`config.mk`:
```
export PLATFORM = sky130hd
export DESIGN_NAME = c17_bist_driver
export DESIGN_NICKNAME = d
export VERILOG_FILES = /design/src/rtl/c17_bist_driver.sv
export SDC_FILE = /design/constraint.sdc
export NUM_CORES = 1
export LEC_CHECK = 0
export CORE_MARGIN = 5
export CORE_UTILIZATION = 25
export DETAILED_ROUTE_END_ITERATION = 8
export SKIP_CTS_REPAIR_TIMING = 1
export SLEW_MARGIN = 20
export SYNTH_ARGS = -nofsm -noshare
export SYNTH_HDL_FRONTEND = slang
export SYNTH_SLANG_ARGS = --single-unit
export TNS_END_PERCENT = 1
```
`constraint.sdc`:
```
create_clock -name CK -period 1.55 [get_ports CK]
set_clock_uncertainty 0.2 [all_clocks]
set_input_delay 0.31 -clock CK [delete_from_list [all_inputs] [get_ports CK]]
set_output_delay 0.31 -clock CK [all_outputs]
set_load 0.05 [all_outputs]
```
`src/rtl/c17_bist_driver.sv`:
```
// BIST pattern driver for a c17 stage: a 5-bit LFSR supplies patterns, and an 8-bit MISR compacts the 2-bit response.
// Latency: DONE rises NUM_PAT+1 edges after START is accepted, or 1 edge after it when NUM_PAT==0.
// Backpressure: none; START is sampled only in IDLE/DONE and is ignored while a run is in progress.
// Ports: CK/RST clock and async active-high reset; START/SEED/NUM_PAT run request;
//        PAT/PAT_VALID registered pattern out; RESP c17 response in; SIG signature; BUSY/DONE status.
module c17_bist_driver #(
    parameter int MISR_W = 8,   // only 8 is supported: the feedback taps are fixed
    parameter int CNT_W  = 6
) (
    input  logic              CK,
    input  logic              RST,
    input  logic              START,
    input  logic [4:0]        SEED,
    input  logic [CNT_W-1:0]  NUM_PAT,
    output logic [4:0]        PAT,
    output logic              PAT_VALID,
    input  logic [1:0]        RESP,
    output logic [MISR_W-1:0] SIG,
    output logic              BUSY,
    output logic              DONE
);

    typedef enum logic [1:0] {
        ST_IDLE = 2'd0,
        ST_RUN  = 2'd1,
        ST_DONE = 2'd2
    } state_t;

    state_t             state_q, state_d;
    logic [4:0]         lfsr_q, lfsr_d;
    logic [CNT_W-1:0]   cnt_q, cnt_d;
    logic [MISR_W-1:0]  misr_q, misr_d;
    logic [4:0]         pat_q, pat_d;
    logic               pat_vld_q, pat_vld_d;

    logic [4:0]         lfsr_next;
    logic [MISR_W-1:0]  misr_next;

    // x^5 + x^3 + 1, maximal length (31 states, never reaches zero)
    assign lfsr_next = {lfsr_q[3:0], lfsr_q[4] ^ lfsr_q[2]};

    // Shift with feedback from taps 7,5,4,3, then fold the response into the low bits
    assign misr_next = {misr_q[MISR_W-2:0], misr_q[7] ^ misr_q[5] ^ misr_q[4] ^ misr_q[3]}
                     ^ {{(MISR_W-2){1'b0}}, RESP};

    always_comb begin
        state_d = state_q;
        lfsr_d  = lfsr_q;
        cnt_d   = cnt_q;
        misr_d  = misr_q;

        case (state_q)
            ST_IDLE, ST_DONE: begin
                if (START) begin
                    misr_d = '0;
                    if (NUM_PAT != '0) begin
                        // an all-zero seed would lock the LFSR, so substitute 1
                        lfsr_d  = (SEED == 5'd0) ? 5'd1 : SEED;
                        cnt_d   = NUM_PAT;
                        state_d = ST_RUN;
                    end else begin
                        state_d = ST_DONE;
                    end
                end
            end
            ST_RUN: begin
                misr_d = misr_next;
                lfsr_d = lfsr_next;
                cnt_d  = cnt_q - CNT_W'(1);
                // the last pattern is compacted on this same edge
                if (cnt_q == CNT_W'(1)) begin
                    state_d = ST_DONE;
                end
            end
            default: begin
                state_d = ST_IDLE;
            end
        endcase

        // PAT is registered, so it is computed from the state it will accompany
        pat_vld_d = (state_d == ST_RUN);
        pat_d     = (state_d == ST_RUN) ? lfsr_d : 5'd0;
    end

    always_ff @(posedge CK or posedge RST) begin
        if (RST) begin
            state_q   <= ST_IDLE;
            lfsr_q    <= 5'd1;
            cnt_q     <= '0;
            misr_q    <= '0;
            pat_q     <= 5'd0;
            pat_vld_q <= 1'b0;
        end else begin
            state_q   <= state_d;
            lfsr_q    <= lfsr_d;
            cnt_q     <= cnt_d;
            misr_q    <= misr_d;
            pat_q     <= pat_d;
            pat_vld_q <= pat_vld_d;
        end
    end

    assign PAT       = pat_q;
    assign PAT_VALID = pat_vld_q;
    assign SIG       = misr_q;
    assign BUSY      = (state_q == ST_RUN);
    assign DONE      = (state_q == ST_DONE);

endmodule

```
==> Word level (Yosys, flattened, before mapping) <==
Cells that the tools add are included.
Widths: inputs -> output; s select.
{ "totals": {"register_bits": 27, "latch_bits": 0, "ram_bits": 0, "mem_bits_ro": 0, "in_bits": 16, "output_inout_bits": 16, "word_cells": 39, "memories": 0} }
{ "classes": {"addsub": 1, "n_mul": 0, "n_div": 0, "n_lt_le_gt_ge": 0, "eq_ne": 6, "shift": 0, "muxes": 14, "bitwise": 5, "n_reduce_logical": 7} }
{ "ops": {"columns": ["op", "n"], "rows": [
  ["$mux 5", 4],
  ["$pmux 8 s2", 1],
  ["$mux 6", 2],
  ["$pmux 6 s2", 1],
  ["$pmux 5 s2", 1],
  ["$mux 8", 1],
  ["$xor 8x2->8", 1],
  ["$eq 6x1->1 const B", 1],
  ["$mux 2", 3],
  ["$reduce_bool 6->1", 1],
  ["$sub 6x1->6 const B", 1],
  ["$logic_not 5->1", 1],
  ["$eq 2x1->1 const B", 2],
  ["$ne 2x2->1 const B", 2],
  ["$pmux 2 s2", 1],
  ["$xor 1x1->1", 4],
  ["$reduce_and 3->1", 1],
  ["$eq 2x2->1 const B", 1],
  ["$logic_not 2->1", 1],
  ["$reduce_and 2->1", 1],
  ["$reduce_bool 2->1", 1],
  ["$reduce_or 2->1", 1]
]} }

==> Longest topological paths before layout <==
Gate-level depths: netlist of the first run.
{ "logic_depth": {"word_depth": 6, "mapped_depth": 7, "depth_no_buf": 5} }

==> Least setup slack after synthesis of the first run <==
No wires, ideal clock.
{ "synth_timing": {"path_kind": "register to register", "start": "register state_q[1]", "end": "register misr_q[6] (netlist: SIG[6])", "setup_time_ps": 67, "arrival_time_ps": 1663, "t_required_ps": 1283, "setup_slack_ps": -380, "path_stages_with_launch": 6, "path_buffers": 2, "synth_period_minus_slack_ps": 1930, "path_cell_list": "dfrtp_1 buf_2 nand2b_1 inv_1 clkbuf_1 a22o_1"} }
{ "synth_between": {"elab_cells_between_ends": 8, "cone_classes": "eq/ne: 3; mux: 1; reduce/logical: 4"} }
{ "synth_rtl": {"columns": ["item", "line_no", "text"], "rows": [
  ["start, declared", "29", "state_t state_q, state_d;"],
  ["start signal, assigned", "94", "state_q <= state_d;"],
  ["$eq 2x1->1 *", null, null],
  ["via BUSY", "19", "output logic BUSY,"],
  ["$reduce_bool 2->1 (no line)", null, null],
  ["$reduce_and 2->1 (no line)", null, null],
  ["end signal, assigned", "97", "misr_q <= misr_d;"],
  ["end, declared", "32", "logic [MISR_W-1:0] misr_q, misr_d;"]
]} }
The timed path passes the listed nets; every way through them passes the cells marked *.
A chain may end at the register's enable or synchronous reset.

==> Worst setup path after layout of the first run <==
{ "layout_timing": {"start": "register state_q[1]", "end": "output BUSY"} }
{ "layout_between": {"elab_chain_len": 1} }
{ "layout_rtl": {"columns": ["item", "line_no", "text"], "rows": [
  ["$eq 2x1->1", "106", "assign BUSY = (state_q == ST_RUN);"],
  ["end, declared", "19", null]
]} }
No other way between the ends.

==> impl_metrics.json, run 1 <==
{
  "status": "finished with violations",
  "failed_checks": "negative setup slack",
  "path_cells": "nand2b_1 > inv_2 > buf_6 > buf_12",
  "hold_violations": 0,
  "holdCritPathClass": "in -> async",
  "fp-row-count": 26,
  "slew_viol_final": 0,
  "grt-ovfl-total": 0,
  "drive_gt1_frac": 0.343,
  "syn-cell-area_mm2": 0.00132,
  "diodes": 0,
  "yosysWarnings": 0,
  "drt_iter0_markers": 56,
  "max-vdd-ir-drop_uv": 633,
  "antenna_found_initial": 0,
  "area_growth_syn_to_layout_pct": 61.5,
  "finalCriticalPeriod_ps": 1680,
  "syn-instance-count": 121,
  "cp_top_family": "flip-flops",
  "start_util": 0.259,
  "path_max_fanout": 5,
  "critPathCaptureType": "primary output",
  "vias_per_cell": 4.47,
  "drc_errors": 0,
  "port_buffers": 31,
  "wl_per_cell_um": 12.4,
  "ys_seq_area_frac": 0.512,
  "slew_headroom": 0.783,
  "syn_area_per_cell_um2": 10.9,
  "cp_num_buf_inv": 3,
  "pin_count": 32,
  "clk_path_buf_depth": 2,
  "cts_buffers": 3,
  "ys_seq_elements": 27,
  "cp.required_ps": 1040,
  "path_clk_slew_ps": 90,
  "fillers": 495,
  "num_vias": 1108,
  "synth_ff_type": "dfrtp_1",
  "synth.distinct_cells": 33,
  "core-area_mm2": 0.00511,
  "fmax_ghz": 0.596,
  "min_period_over_period": 1.08,
  "die_y_um": 82.7,
  "setup_slack_ps": -128,
  "place_ws_ps": -755,
  "grt_max_degree": 20,
  "grt_pass1_wl_um": 5190,
  "critPathLaunchType": "flop",
  "p_leak_nw": 0.936,
  "worstMarginPinSlew_ps": 326,
  "synth_nets": 139,
  "num-nets-final": 197,
  "htreeDepth": 1,
  "clock_sinks": 27,
  "setup_violations": 13,
  "rsz0062_at_grt": "yes",
  "drt_pass1_iterations": 4,
  "clkLatencyLatePin_ps": 270,
  "synth_edf_count": 0,
  "grt_usage": 0.0980,
  "power_density_mw_per_mm2": 2080,
  "cpPeakStageDelay_ps": 400,
  "cap_viol_max_count": 0,
  "cts-root-buf": "clkbuf_8",
  "antenna_left": 0,
  "critPathArrivalTime_ps": 1170,
  "final_cell_mix": "dfrtp_1, buf_4, buf_12, nand2_1, clkdlybuf4s50_1",
  "cpMaxStageDelayCell": "dfrtp_1",
  "synthArstFlopShare": 1.00,
  "dpl.hpwl_um": 2490,
  "final_common_cell": "dfrtp_1",
  "cts_tree": "built",
  "grt_pass1_vias": 1098,
  "die_area_mm2": 0.00684,
  "die-width_um": 82.7,
  "drt-total-wl_um": 3080,
  "whs_ps": 136,
  "worstSetupPathType": "reg -> out",
  "gp_congestion": 0.752
}
==> where the power goes <==
group          total (W)  internal (W)  switching [W]
logic            0.00262       0.00133        0.00129
registers        0.00142       0.00106       0.000363
clock network   0.000396      0.000184       0.000212
==> flip-flops by register name, indices dropped and copies added (netlist names) <==
signal	cells
state_q	2
PAT	5
lfsr_q	5
cnt_q	6
SIG	8
PAT_VALID	1
==> cell type report <==
type	count	area, µm²	share of cell area
timing repair buffer	58	684	0.321
sequential	27	678	0.318
multi-input combinational	85	623	0.292
tap	70	87.6	0.0411
clock buffer	4	45.0	0.0211
inverter	4	15.0	0.00704
==> synthesized netlist by cell type, types with 3 or more instances <==
| master | count | area (µm²) |
|---|---|---|
| a21oi_1 | 3 | 15.0 |
| a22o_1 | 10 | 87.6 |
| dfrtp_1 | 26 | 651 |
| inv_1 | 4 | 15.0 |
| mux2i_1 | 9 | 90.1 |
| nand2_1 | 11 | 41.3 |
| nand3_1 | 5 | 25.0 |
| nor2_1 | 5 | 18.8 |
| nor2b_1 | 3 | 18.8 |
| o211ai_1 | 4 | 30.0 |
| o21ai_0 | 6 | 30.0 |
| xnor2_1 | 5 | 43.8 |
==> tightest hold or removal path, delay by kind of cell <==
family	cells	cell delay, ps
buf+inv	3	650
==> per-layer routing <==
layer,GRT usage,vias up,share of wire
met5,0,-,0
met2,0.159,19,0.47
met3,0.0293,2,0.060
met1,0.125,525,0.47
met4,0.0294,0,0.0049
li1,-,562,-
==> worst paths after layout <==
path	cells after the start	to	start	slack, ps
max reg2reg	5	cnt_q[1]	state_q[0]	60
min in group CK	4	cnt_q[1]	NUM_PAT[1]	210
max	4	BUSY	state_q[1]	-130
min reg2reg	1	cnt_q[5]	cnt_q[5]	310
min	3	lfsr_q[3]	RST	140
max in group asynchronous	3	state_q[0]	RST	760
==> kinds of logic after synthesis <==
logic type	Yosys count	synth area share
DFF	27	0.512
AOI/OAI and AO/OA	35	0.204
buffers and inverters	9	0.0331
xor gates and xnor gates	6	0.0398
adders and majority gates	2	0.0189
and+or+nand+nor	33	0.124
muxes	9	0.0682
==> metrics by stage <==
step,instances,TNS [ps],cell area (µm²),utilization,power [W]
floorplan,121,-2780,1320,-,0.00278
global placement,243,-14040,2050,0.401,0.00399
detailed placement,243,-14570,2050,0.401,0.00403
CTS,247,-7250,2090,0.409,0.00443
global route,248,-2230,2130,0.418,0.00472
finish,248,-711,2130,0.418,0.00444
No activity file was read; power rests on OpenSTA's default activity.
==> run 2, diff against run 1 <==
--- a/config.mk
+++ b/config.mk
@@ -10,2 +10,3 @@
 export DETAILED_ROUTE_END_ITERATION = 8
+export GPL_ROUTABILITY_DRIVEN = 0
 export SKIP_CTS_REPAIR_TIMING = 1
==> constraint.sdc (replaced) <==
create_clock -name CK -period 1.55 [get_ports CK]
set_clock_uncertainty 0.2 [all_clocks]
set_input_delay 0.2325 -clock CK [delete_from_list [all_inputs] [get_ports CK]]
set_output_delay 0.2325 -clock CK [all_outputs]
set_load 0.05 [all_outputs]
==> run 2 against run 1 <==
The flow still finishes with violations (negative setup slack). Non-clock buffer count shrank 3. Critical path depth did not move. Sequential share of layout area hardly changed. Sequential power hardly changed. Die area is the same. Global-route usage hardly changed. Cell count decreased by 1.2%. Total power up 0.50%. Count of clock-buffer cells in the layout is the same. Largest cell class unchanged. Largest power group unchanged.
==> impl_metrics.json, run 2 (synthesized netlist as in run 1, its figures left out) <==
{
  "port_buffers": 31,
  "cp_top_family": "flip-flops",
  "dpl.hpwl_um": 2440,
  "setup_violations": 5,
  "min_period_over_period": 1.02,
  "rsz0062_at_grt": "yes",
  "power.total_w": 0.00446,
  "clkLatencyLatePin_ps": 270,
  "cp_num_buf_inv": 3,
  "num_vias": 1101,
  "cap_viol_max_count": 0,
  "max-vdd-ir-drop_uv": 740,
  "grt_max_degree": 20,
  "power_density_mw_per_mm2": 2090,
  "layoutNonFillerInstCount": 245,
  "antenna_left": 0,
  "path_max_fanout": 3,
  "final_cell_area_mm2": 0.00213,
  "critPathLaunchType": "flop",
  "wl_per_cell_um": 12.5,
  "path_cells": "nand2b_1 > inv_2 > buf_4 > buf_12",
  "p_leak_nw": 0.931,
  "drc_errors": 0,
  "cp.required_ps": 1120,
  "fmax_ghz": 0.633,
  "die_y_um": 82.7,
  "drt_pass1_iterations": 4,
  "diodes": 0,
  "grt_pass1_wl_um": 5100,
  "cts-root-buf": "clkbuf_8",
  "drive_gt1_frac": 0.331,
  "core-area_mm2": 0.00511,
  "cpMaxStageDelayCell": "dfrtp_1",
  "cts_tree": "built",
  "place_area_mm2": 0.00205,
  "worstSetupPathType": "reg -> out",
  "setup_slack_ps": -29.0,
  "final_common_cell": "dfrtp_1",
  "worstMarginPinSlew_ps": 380,
  "status": "finished with violations",
  "grt_pass1_vias": 1085,
  "final_cell_mix": "dfrtp_1, buf_4, buf_12, nand2_1, clkdlybuf4s50_1",
  "cts_buffers": 3,
  "path_clk_slew_ps": 80,
  "die_area_mm2": 0.00684,
  "fp-row-count": 26,
  "antenna_found_initial": 0,
  "grt-ovfl-total": 0,
  "area_growth_syn_to_layout_pct": 61.2,
  "hold_violations": 0,
  "cpPeakStageDelay_ps": 430,
  "utilization": 0.417,
  "pin_count": 32,
  "slew_viol_final": 0,
  "grt_usage": 0.0981,
  "slew_headroom": 0.746,
  "largest_reg_flops": 8,
  "vias_per_cell": 4.49,
  "drt-total-wl_um": 3070,
  "drt_iter0_markers": 74,
  "num-nets-final": 194,
  "critPathArrivalTime_ps": 1150,
  "clk_path_buf_depth": 2,
  "die-width_um": 82.7,
  "failed_checks": "negative setup slack",
  "dp_cells": 240,
  "finalCriticalPeriod_ps": 1580,
  "htreeDepth": 1,
  "start_util": 0.259,
  "holdCritPathClass": "in -> async",
  "critPathCaptureType": "primary output",
  "clock_sinks": 27
}
-- run 2: changes by cell type in the layout (fill, tap and decap cells not counted) --
cell | previous run | this run
buf_4 | 24 | 21
buf_12 | 16 | 18
and2_4 | 0 | 1
dfrtp_2 | 1 | 0
o21ai_1 | 4 | 2
buf_6 | 5 | 3
and2_1 | 1 | 0
o21ai_0 | 4 | 6
dfrtp_1 | 25 | 26
-- run 2: final timing paths --
kind / startpoint / endpoint / slack, ps / depth (start not counted)
worst min-delay path: RST / PAT[2] / 40 / 2
max in group asynchronous: RST / cnt_q[5] / 700 / 3
worst min register to register: cnt_q[5] / cnt_q[5] / 330 / 1
min in group CK: NUM_PAT[1] / cnt_q[1] / 130 / 4
worst max-delay path: state_q[0] / BUSY / -30 / 4
worst max register to register: state_q[1] / cnt_q[3] / 40 / 7
-- run 2: metrics by stage --
stage | setup TNS [ps] | worst slack, ps | hold WS, ps
3_5_place_dp | -12180 | -657 | 319
5_1_grt | -651 | -89.0 | 95.1
4_1_cts | -4950 | -370 | 48.0
3_3_place_gp | -11430 | -623 | 292
6_report | -115 | -29.0 | 36.1
2_1_floorplan | -1480 | -99.3 | 84.5
-- run 2: metal layers --
metal  vias up  track usage  routed length [µm]
met5         -            0                   0
li1        553            -                   -
met1       516        0.121                1390
met4         0       0.0343                  15
met2        30        0.162                1460
met3         2       0.0304                 204
-- run 2: cell type report --
class	count	area, µm²
fill	507	2980
multi-input combinational	85	626
clock buffer	4	45.0
inverter	4	15.0
tap	70	87.6
timing repair buffer	55	679
sequential	27	677
-- run 2: where the power goes --
group,switching [W],internal [W],total [W]
combinational,0.00130,0.00135,0.00265
sequential,0.000363,0.00106,0.00142
clock,0.000205,0.000184,0.000389
